[src/rtl/mips_trace_capture.sv]
// Instruction-trace capture for iitk_mini_mips.
// Circular buffer with armed trigger, post-trigger count and oldest-first readout.
module mips_trace_capture #(
    parameter int ADDR_W = 32,
    parameter int DATA_W = 32,
    parameter int NCH    = 4,
    parameter int DEPTH  = 16,
    localparam int PW    = $clog2(DEPTH)
) (
    input  logic                  clk,
    input  logic                  reset,
    input  logic                  valid_in,
    input  logic [ADDR_W-1:0]     pc_in,
    input  logic [31:0]           instr_in,
    input  logic [NCH*DATA_W-1:0] ch_in,
    input  logic                  arm,
    input  logic [1:0]            trig_mode,
    input  logic [ADDR_W-1:0]     trig_pc,
    input  logic [31:0]           trig_instr,
    input  logic                  trig_ext,
    input  logic [PW-1:0]         post_cnt,
    input  logic                  rd_en,
    output logic                  rd_valid,
    output logic [ADDR_W-1:0]     rd_pc,
    output logic [31:0]           rd_instr,
    output logic [NCH*DATA_W-1:0] rd_ch,
    output logic                  rd_last,
    output logic                  armed,
    output logic                  triggered,
    output logic                  done,
    output logic [PW:0]           count,
    output logic [PW-1:0]         trig_pos
);

    typedef enum logic [1:0] {
        S_IDLE,
        S_ARMED,
        S_POST,
        S_DONE
    } state_t;

    localparam logic [PW:0] FULL = (PW+1)'(DEPTH);

    state_t state_q, state_d;

    logic [PW-1:0] wptr;
    logic [PW:0]   rptr;
    logic [PW-1:0] rem_q;
    logic [PW-1:0] post_q;
    logic          hit;
    logic          wr;
    logic          rd_ok;
    logic [PW-1:0] oldest;
    logic [PW-1:0] rd_idx;

    logic [ADDR_W-1:0]     pc_mem    [DEPTH];
    logic [31:0]           instr_mem [DEPTH];
    logic [NCH*DATA_W-1:0] ch_mem    [DEPTH];

    // Trigger condition for the sample currently presented
    always_comb begin
        hit = 1'b0;
        unique case (trig_mode)
            2'd0: hit = 1'b1;
            2'd1: hit = (pc_in == trig_pc);
            2'd2: hit = (instr_in == trig_instr);
            2'd3: hit = trig_ext;
        endcase
    end

    assign wr     = !arm && valid_in &&
                    (state_q == S_ARMED || state_q == S_POST);
    assign rd_ok  = !arm && rd_en && (state_q == S_DONE) && (rptr < count);
    assign oldest = (count == FULL) ? wptr : '0;
    assign rd_idx = oldest + rptr[PW-1:0];

    // Next-state logic; arm overrides every state
    always_comb begin
        state_d = state_q;
        if (arm) begin
            state_d = S_ARMED;
        end else begin
            unique case (state_q)
                S_IDLE:  state_d = S_IDLE;
                S_ARMED: begin
                    if (valid_in && hit)
                        state_d = (post_cnt == '0) ? S_DONE : S_POST;
                end
                S_POST: begin
                    if (valid_in && rem_q == PW'(1))
                        state_d = S_DONE;
                end
                S_DONE:  state_d = S_DONE;
            endcase
        end
    end

    // State, flags, pointers and post-trigger bookkeeping
    always_ff @(posedge clk) begin
        if (!reset) begin
            state_q   <= S_IDLE;
            armed     <= 1'b0;
            triggered <= 1'b0;
            done      <= 1'b0;
            wptr      <= '0;
            rptr      <= '0;
            count     <= '0;
            rem_q     <= '0;
            post_q    <= '0;
        end else begin
            state_q   <= state_d;
            armed     <= (state_d == S_ARMED);
            triggered <= (state_d == S_POST) || (state_d == S_DONE);
            done      <= (state_d == S_DONE);
            if (arm) begin
                wptr  <= '0;
                rptr  <= '0;
                count <= '0;
            end else begin
                if (wr) begin
                    wptr <= wptr + PW'(1);
                    if (count != FULL)
                        count <= count + (PW+1)'(1);
                    if (state_q == S_ARMED && hit) begin
                        post_q <= post_cnt;
                        rem_q  <= post_cnt;
                    end else if (state_q == S_POST) begin
                        rem_q <= rem_q - PW'(1);
                    end
                end
                if (rd_ok)
                    rptr <= rptr + (PW+1)'(1);
            end
        end
    end

    // Buffer storage; contents survive reset by design
    always_ff @(posedge clk) begin
        if (wr) begin
            pc_mem[wptr]    <= pc_in;
            instr_mem[wptr] <= instr_in;
            ch_mem[wptr]    <= ch_in;
        end
    end

    // Registered read port, one entry per rd_en
    always_ff @(posedge clk) begin
        if (!reset) begin
            rd_valid <= 1'b0;
            rd_last  <= 1'b0;
            rd_pc    <= '0;
            rd_instr <= '0;
            rd_ch    <= '0;
        end else if (rd_ok) begin
            rd_valid <= 1'b1;
            rd_last  <= (rptr == count - (PW+1)'(1));
            rd_pc    <= pc_mem[rd_idx];
            rd_instr <= instr_mem[rd_idx];
            rd_ch    <= ch_mem[rd_idx];
        end else begin
            rd_valid <= 1'b0;
            rd_last  <= 1'b0;
        end
    end

    assign trig_pos = done ? (count[PW-1:0] - PW'(1) - post_q) : '0;

endmodule

[config.mk]
export PLATFORM = sky130hd
export DESIGN_NAME = mips_trace_capture
export DESIGN_NICKNAME = d
export VERILOG_FILES = /design/src/rtl/mips_trace_capture.sv
export SDC_FILE = /design/constraint.sdc
export NUM_CORES = 2
export LEC_CHECK = 0
export BUFFER_PORTS_ARGS = -buffer_cell sky130_fd_sc_hd__buf_2
export CELL_PAD_IN_SITES_DETAIL_PLACEMENT = 1
export CELL_PAD_IN_SITES_GLOBAL_PLACEMENT = 2
export CORE_AREA = 5 5 424 634
export DETAILED_ROUTE_END_ITERATION = 7
export DIE_AREA = 0 0 429 639
export GPL_ROUTABILITY_DRIVEN = 0
export PLACE_DENSITY_LB_ADDON = 0.05
export SYNTH_ARGS = -nofsm -noshare
export SYNTH_HDL_FRONTEND = slang
export SYNTH_SLANG_ARGS = --single-unit
export TNS_END_PERCENT = 10
[constraint.sdc]
create_clock -name clk -period 20.4 [get_ports clk]
set_input_delay 4.08 -clock clk [delete_from_list [all_inputs] [get_ports clk]]
set_output_delay 4.08 -clock clk [all_outputs]
set_load 0.02 [all_outputs]
-- Yosys cells after proc, flatten, opt, wreduce, memory -nomap -nowiden
Memory sizes are Yosys's and may differ from the RTL's. A register that Yosys moved wholly into a read port is not among the register bits.
Index checks and enable logic that the tools add are counted.
- register bits: 29
- RAM bits: 3072
- word-level logic and storage cells: 76
- memories kept: 3
- memory list (memory ; words ; width ; rd ports ; clocked after Yosys merged registers in ; wr ports ; line ; RTL):
    ch_mem ; 16 ; 128 ; 1 ; 1 ; 1 ; 58 ; logic [NCH*DATA_W-1:0] ch_mem [DEPTH];
    instr_mem ; 16 ; 32 ; 1 ; 1 ; 1 ; 57 ; logic [31:0] instr_mem [DEPTH];
    pc_mem ; 16 ; 32 ; 1 ; 1 ; 1 ; 56 ; logic [ADDR_W-1:0] pc_mem [DEPTH];
- add/sub/neg operators: 8
- order comparisons: 1
- equal/unequal tests: 15
- multiplexer cells: 13
- bitwise logic cells: 2
- reductions and logical operators: 23
- operator list (operator ; count):
    32-bit == test ; 2
    4-bit two-way mux ; 4
    2-bit == test, second input constant ; 6
    5-bit by 1-bit adder with 5-bit output, second input constant ; 2
    1-bit logical AND ; 8
    2-bit one-hot mux with 4 select lines ; 1
    4-bit by 1-bit subtractor with 4-bit output, second input constant ; 2
    2-bit by 1-bit == test with 1-bit output, second input constant ; 3
    2-bit two-way mux ; 3
    3-bit AND reduction ; 2
    5-bit == test ; 1
    5-bit == test, second input constant ; 1
    5-bit < comparator ; 1
    5-bit inequality test, second input constant ; 1
    5-bit by 1-bit subtractor with 5-bit output, second input constant ; 1
    4-bit by 1-bit adder with 4-bit output, second input constant ; 1
    4-bit adder ; 1
    4-bit by 1-bit == test with 1-bit output, second input constant ; 1
    1-bit zero test ; 4
    2-bit zero test ; 2
    4-bit zero test ; 1
    1-bit two-way mux ; 4
    1-bit one-hot mux with 4 select lines ; 1
    2-bit AND reduction ; 2
    other kinds (5) ; 7

-- Longest topological paths before layout
- word-level depth: 8
- gate-level depth with buffers: 15
- depth with buffers taken out: 12

-- Worst setup path after synthesis
Ideal clock, no wire load.
- path type: input-to-reg
- from: input port valid_in
- to: memory ch_mem[2][0] (netlist name) (enable)
- library setup time: 0.979 ns
- data arrival time: 17.820 ns
- slack: 1.601 ns
- cell stages on the path: 5
- buffers on the path: 1
- cells stage by stage: nand2_1 nor2_1 clkbuf_1 nand2_1 nor3_1
- cells in the longest elaborated chain, start to end: 4
- RTL lines (element ; line ; RTL):
    from (decl) ; 12 ; input logic valid_in,
    1-bit logical AND (2 in series) ; 71 ; assign wr = !arm && valid_in &&
    1-bit two-way mux ; 139 ; if (wr) begin
    1-bit two-way mux (not written as such) ; 142 ; ch_mem[wptr] <= ch_in;
    to (decl) ; 58 ;
No other way between the ends.

-- Worst setup path in the final report
- from: input port valid_in
- to: memory ch_mem[5][20] (netlist name) (enable)
The elaborated chain is that of the path after synthesis.

==> implementation parameters <==
Parameter                              Value

Drt
  Count of routing violations after the opening detailed-route iteration    4,960
  Number of nets with antenna violations after routing    0
  Routed WL per cell    31.3 um
  DRC violation count after routing    0
  Routed Wire Length    337,000 um
  Number of vias after detailed routing    63,900
  DR vias/cell    5.92
  Detailed-routing iteration count for the pre-antenna-repair pass    5

Logic synthesis
  Top cells by area in the synthesized netlist    sky130_fd_sc_hd__edfxtp_1, sky130_fd_sc_hd__mux4_2, sky130_fd_sc_hd__dfxtp_1
  Total standard cell area after synthesis    125,000 um2
  Cell taking the most area after synthesis    sky130_fd_sc_hd__edfxtp_1
  Cell types with the highest counts after synthesis    sky130_fd_sc_hd__edfxtp_1, sky130_fd_sc_hd__nand2_1, sky130_fd_sc_hd__mux4_2
  Post-synth top area share    73.6%
  Post-synth EDFFs    3,072
  Seq cells post-synth    3,293
  Async SR Flop Fraction    0%
  Syn avg cell area    19.4 um2
  Number of distinct library cells after synthesis    51
  Most common cell in the netlist    sky130_fd_sc_hd__edfxtp_1
  Synth Instances    6,467
  Yosys warns    0
  Net count of the mapped netlist    6,761
  Ys flop type    sky130_fd_sc_hd__edfxtp_1
  Part of the Yosys area used for sequential elements    77.2%

Layout
  Ratio of cells with drive above 1 in the final layout    25.6%
  Area of all sequential standard cells    96,700 um2
  Final net count    7,312
  Share of the core filled with cells    54.0%
  Footprint of the multi-input gates    27,100 um2
  Synthesis-to-layout area growth    13.3%
  Filler cell count in the final layout    23,300

Clock network
  Number of buffers created by CTS    320
  Count of hold-fix buffers inserted at cts    0
  CTS tree    done
  Number of clock sinks    3,293
  Bufs on Longest Clock Path    4
  Insertion delay to the later sink of the worst-skew pair    0.86 ns
  Buffer cell driving the clock tree root    sky130_fd_sc_hd__clkbuf_16
  H-tree depth reported by CTS    5
  Reg clk slew, reported paths    0.06 ns
  Post-CTS sizing    0
  Post-CTS Setup Inserts    0

Die
  Die area    274,000 um2
  Row count    231
  Width of the die    429 um
  Number of top-level design ports    474
  Total core area    263,000 um2
  Chip height    639 um
  Initial cell density of the core    47.6%

Power and ir drop
  Fraction of power consumed by the clock network    43.6%
  Power share of the sequential group    55.0%
  Total net switching power    2.67 mW
  Cell internal pwr    10.8 mW
  Leakage power    45.7 nW
  Total power per unit cell area    94.6 nW/um2
  Switching Share    19.8%
  Worst voltage drop across the vdd grid    74.5 uV
  Combinational share of power    1.4%

Timing
  Final period demand of the worst path    8.13 ns
  Peak Freq    0.123 GHz
  Hold Violations, Final    0
  Max-slew violation count    0
  Clock skew    0.0318 ns
  Number of setup violations in the final report    0
  Max-slew headroom at the worst pin    18.6%
  Fraction of the cycle the final worst path needs    39.9%
  Setup Total Neg Slack    0 ns
  Pin slew with the least headroom to its limit    1.22 ns
  Setup repair after global routing missed its margin    false

Global routing
  Number of antenna violations at the first check in global routing    64
  First-pass GRT wire length    490,000 um
  Vias in the first global route    69,500
  Total Routing Usage GR    24.5%
  Total congestion overflow    0
  Largest net degree at the start of global routing    140

Job
  Reported max-cap violation count    0

Setup path
  Maximum fanout along the worst path    50
  Required time of the critical path    20.86 ns
  Setup Crit Path Kind    in -> reg
  Setup crit end kind    register
  Data arrival time at the worst-slack endpoint    8.60 ns
  Startpoint class of the critical path    input port

Placement
  Detailed-placement wirelength estimate    181,000 um
  Count of buffers from port buffering    473

Outcome
  Result of the run    completed

Worst hold path
  Type of the most critical hold path    reg -> reg
-- cell families (layout without fill, tap and decap cells) --
kind of cell / Yosys count / in the layout / share of synthesized area (%)
AND/OR/NAND/NOR: 1661 / 1661 / 5.69
multiplexers: 770 / 770 / 13.8
XOR/XNOR: 86 / 86 / 0.613
AO/OA/AOI/OAI: 241 / 241 / 1.02
flip-flops: 3293 / 3293 / 77.2
other: 0 / 24 / 0
buffers and inverters: 390 / 1197 / 1.41
adder cells (fa/ha/maj): 26 / 26 / 0.272
-- placed cells by master (no fill, tap or decap), types with 52 or more instances in the layout --
master                      count
sky130_fd_sc_hd__buf_4        111
sky130_fd_sc_hd__clkbuf_1      73
sky130_fd_sc_hd__buf_2        473
sky130_fd_sc_hd__clkbuf_16    328
sky130_fd_sc_hd__mux4_2       768
sky130_fd_sc_hd__dfxtp_1      221
sky130_fd_sc_hd__a21oi_1      208
sky130_fd_sc_hd__edfxtp_1    3072
sky130_fd_sc_hd__nand3_1      585
sky130_fd_sc_hd__clkinv_2      52
sky130_fd_sc_hd__nand2_1      983
-- routing by layer --
layer / vias to the layer above / part of all wire (%) / global-route usage (%)
met1: 34800 / 40 / 31.8
met5: - / 0.049 / 0
met2: 1739 / 52 / 43.0
li1: 26900 / - / -
met3: 482 / 5.4 / 4.16
met4: 26 / 2.7 / 6.74
-- path summary, 6_finish.rpt --
kind	slack, ns	start	depth (start not counted)	end
hold / removal	0.45	rd_ch[37]	2	rd_ch[37]
hold reg to reg	0.45	rd_ch[37]	2	rd_ch[37]
setup reg to reg	13.28	count[1]	16	rd_ch[63]
setup / recovery	12.27	valid_in	9	ch_mem[5][20]
-- critical path, cell delays in order --
cell and delay, ns:
sky130_fd_sc_hd__buf_2 0.15, sky130_fd_sc_hd__nand2_1 0.13, sky130_fd_sc_hd__nor2_1 0.15, sky130_fd_sc_hd__buf_4 0.24, sky130_fd_sc_hd__nand2_1 0.23, sky130_fd_sc_hd__nor2_4 0.89, sky130_fd_sc_hd__buf_4 0.94, sky130_fd_sc_hd__buf_4 0.74
sky130_fd_sc_hd__buf_4 0.88
-- through the flow --
stage	cells	worst slack (ns)	cell area, um2	hold WS, ns	total power, mW
6_report	10800	12.27	142000	0.451	13.4
5_1_grt	10800	12.11	142000	0.465	13.9
4_1_cts	10800	12.23	142000	0.453	13.6
3_5_place_dp	10200	11.32	132000	0.445	7.73
3_3_place_gp	10200	11.31	132000	0.438	7.72
2_1_floorplan	6467	1.60	125000	0.454	7.57
-- power groups by stage --
stage | combinational [mW] | sequential [mW] | clock [mW]
6_report | 0.195 | 7.38 | 5.86
5_1_grt | 0.213 | 7.38 | 6.29
4_1_cts | 0.201 | 7.38 | 5.99
3_5_place_dp | 0.201 | 7.53 | 0
3_3_place_gp | 0.190 | 7.53 | 0
2_1_floorplan | 0.0383 | 7.54 | 0
-- registers in the layout, summed over array words and instances, names as in the netlist, 5 cells and up --
| signal | cells |
|---|---|
| ch_mem | 2048 |
| rd_instr | 32 |
| rptr | 5 |
| pc_mem | 512 |
| instr_mem | 512 |
| rd_pc | 32 |
| count | 5 |
| rd_ch | 128 |
-- layout make-up --
class / instances / share of cell area [%]
Timing Repair Buffer: 598 / 2.45
Antenna cell: 24 / 0.0423
Inverter: 21 / 0.0608
Multi-Input combinational cell: 2784 / 19.1
Clock inverter: 139 / 0.871
Tap cell: 3495 / 3.08
Sequential cell: 3293 / 68.1
Clock buffer: 439 / 6.34
(Power assumes the default switching activity.)
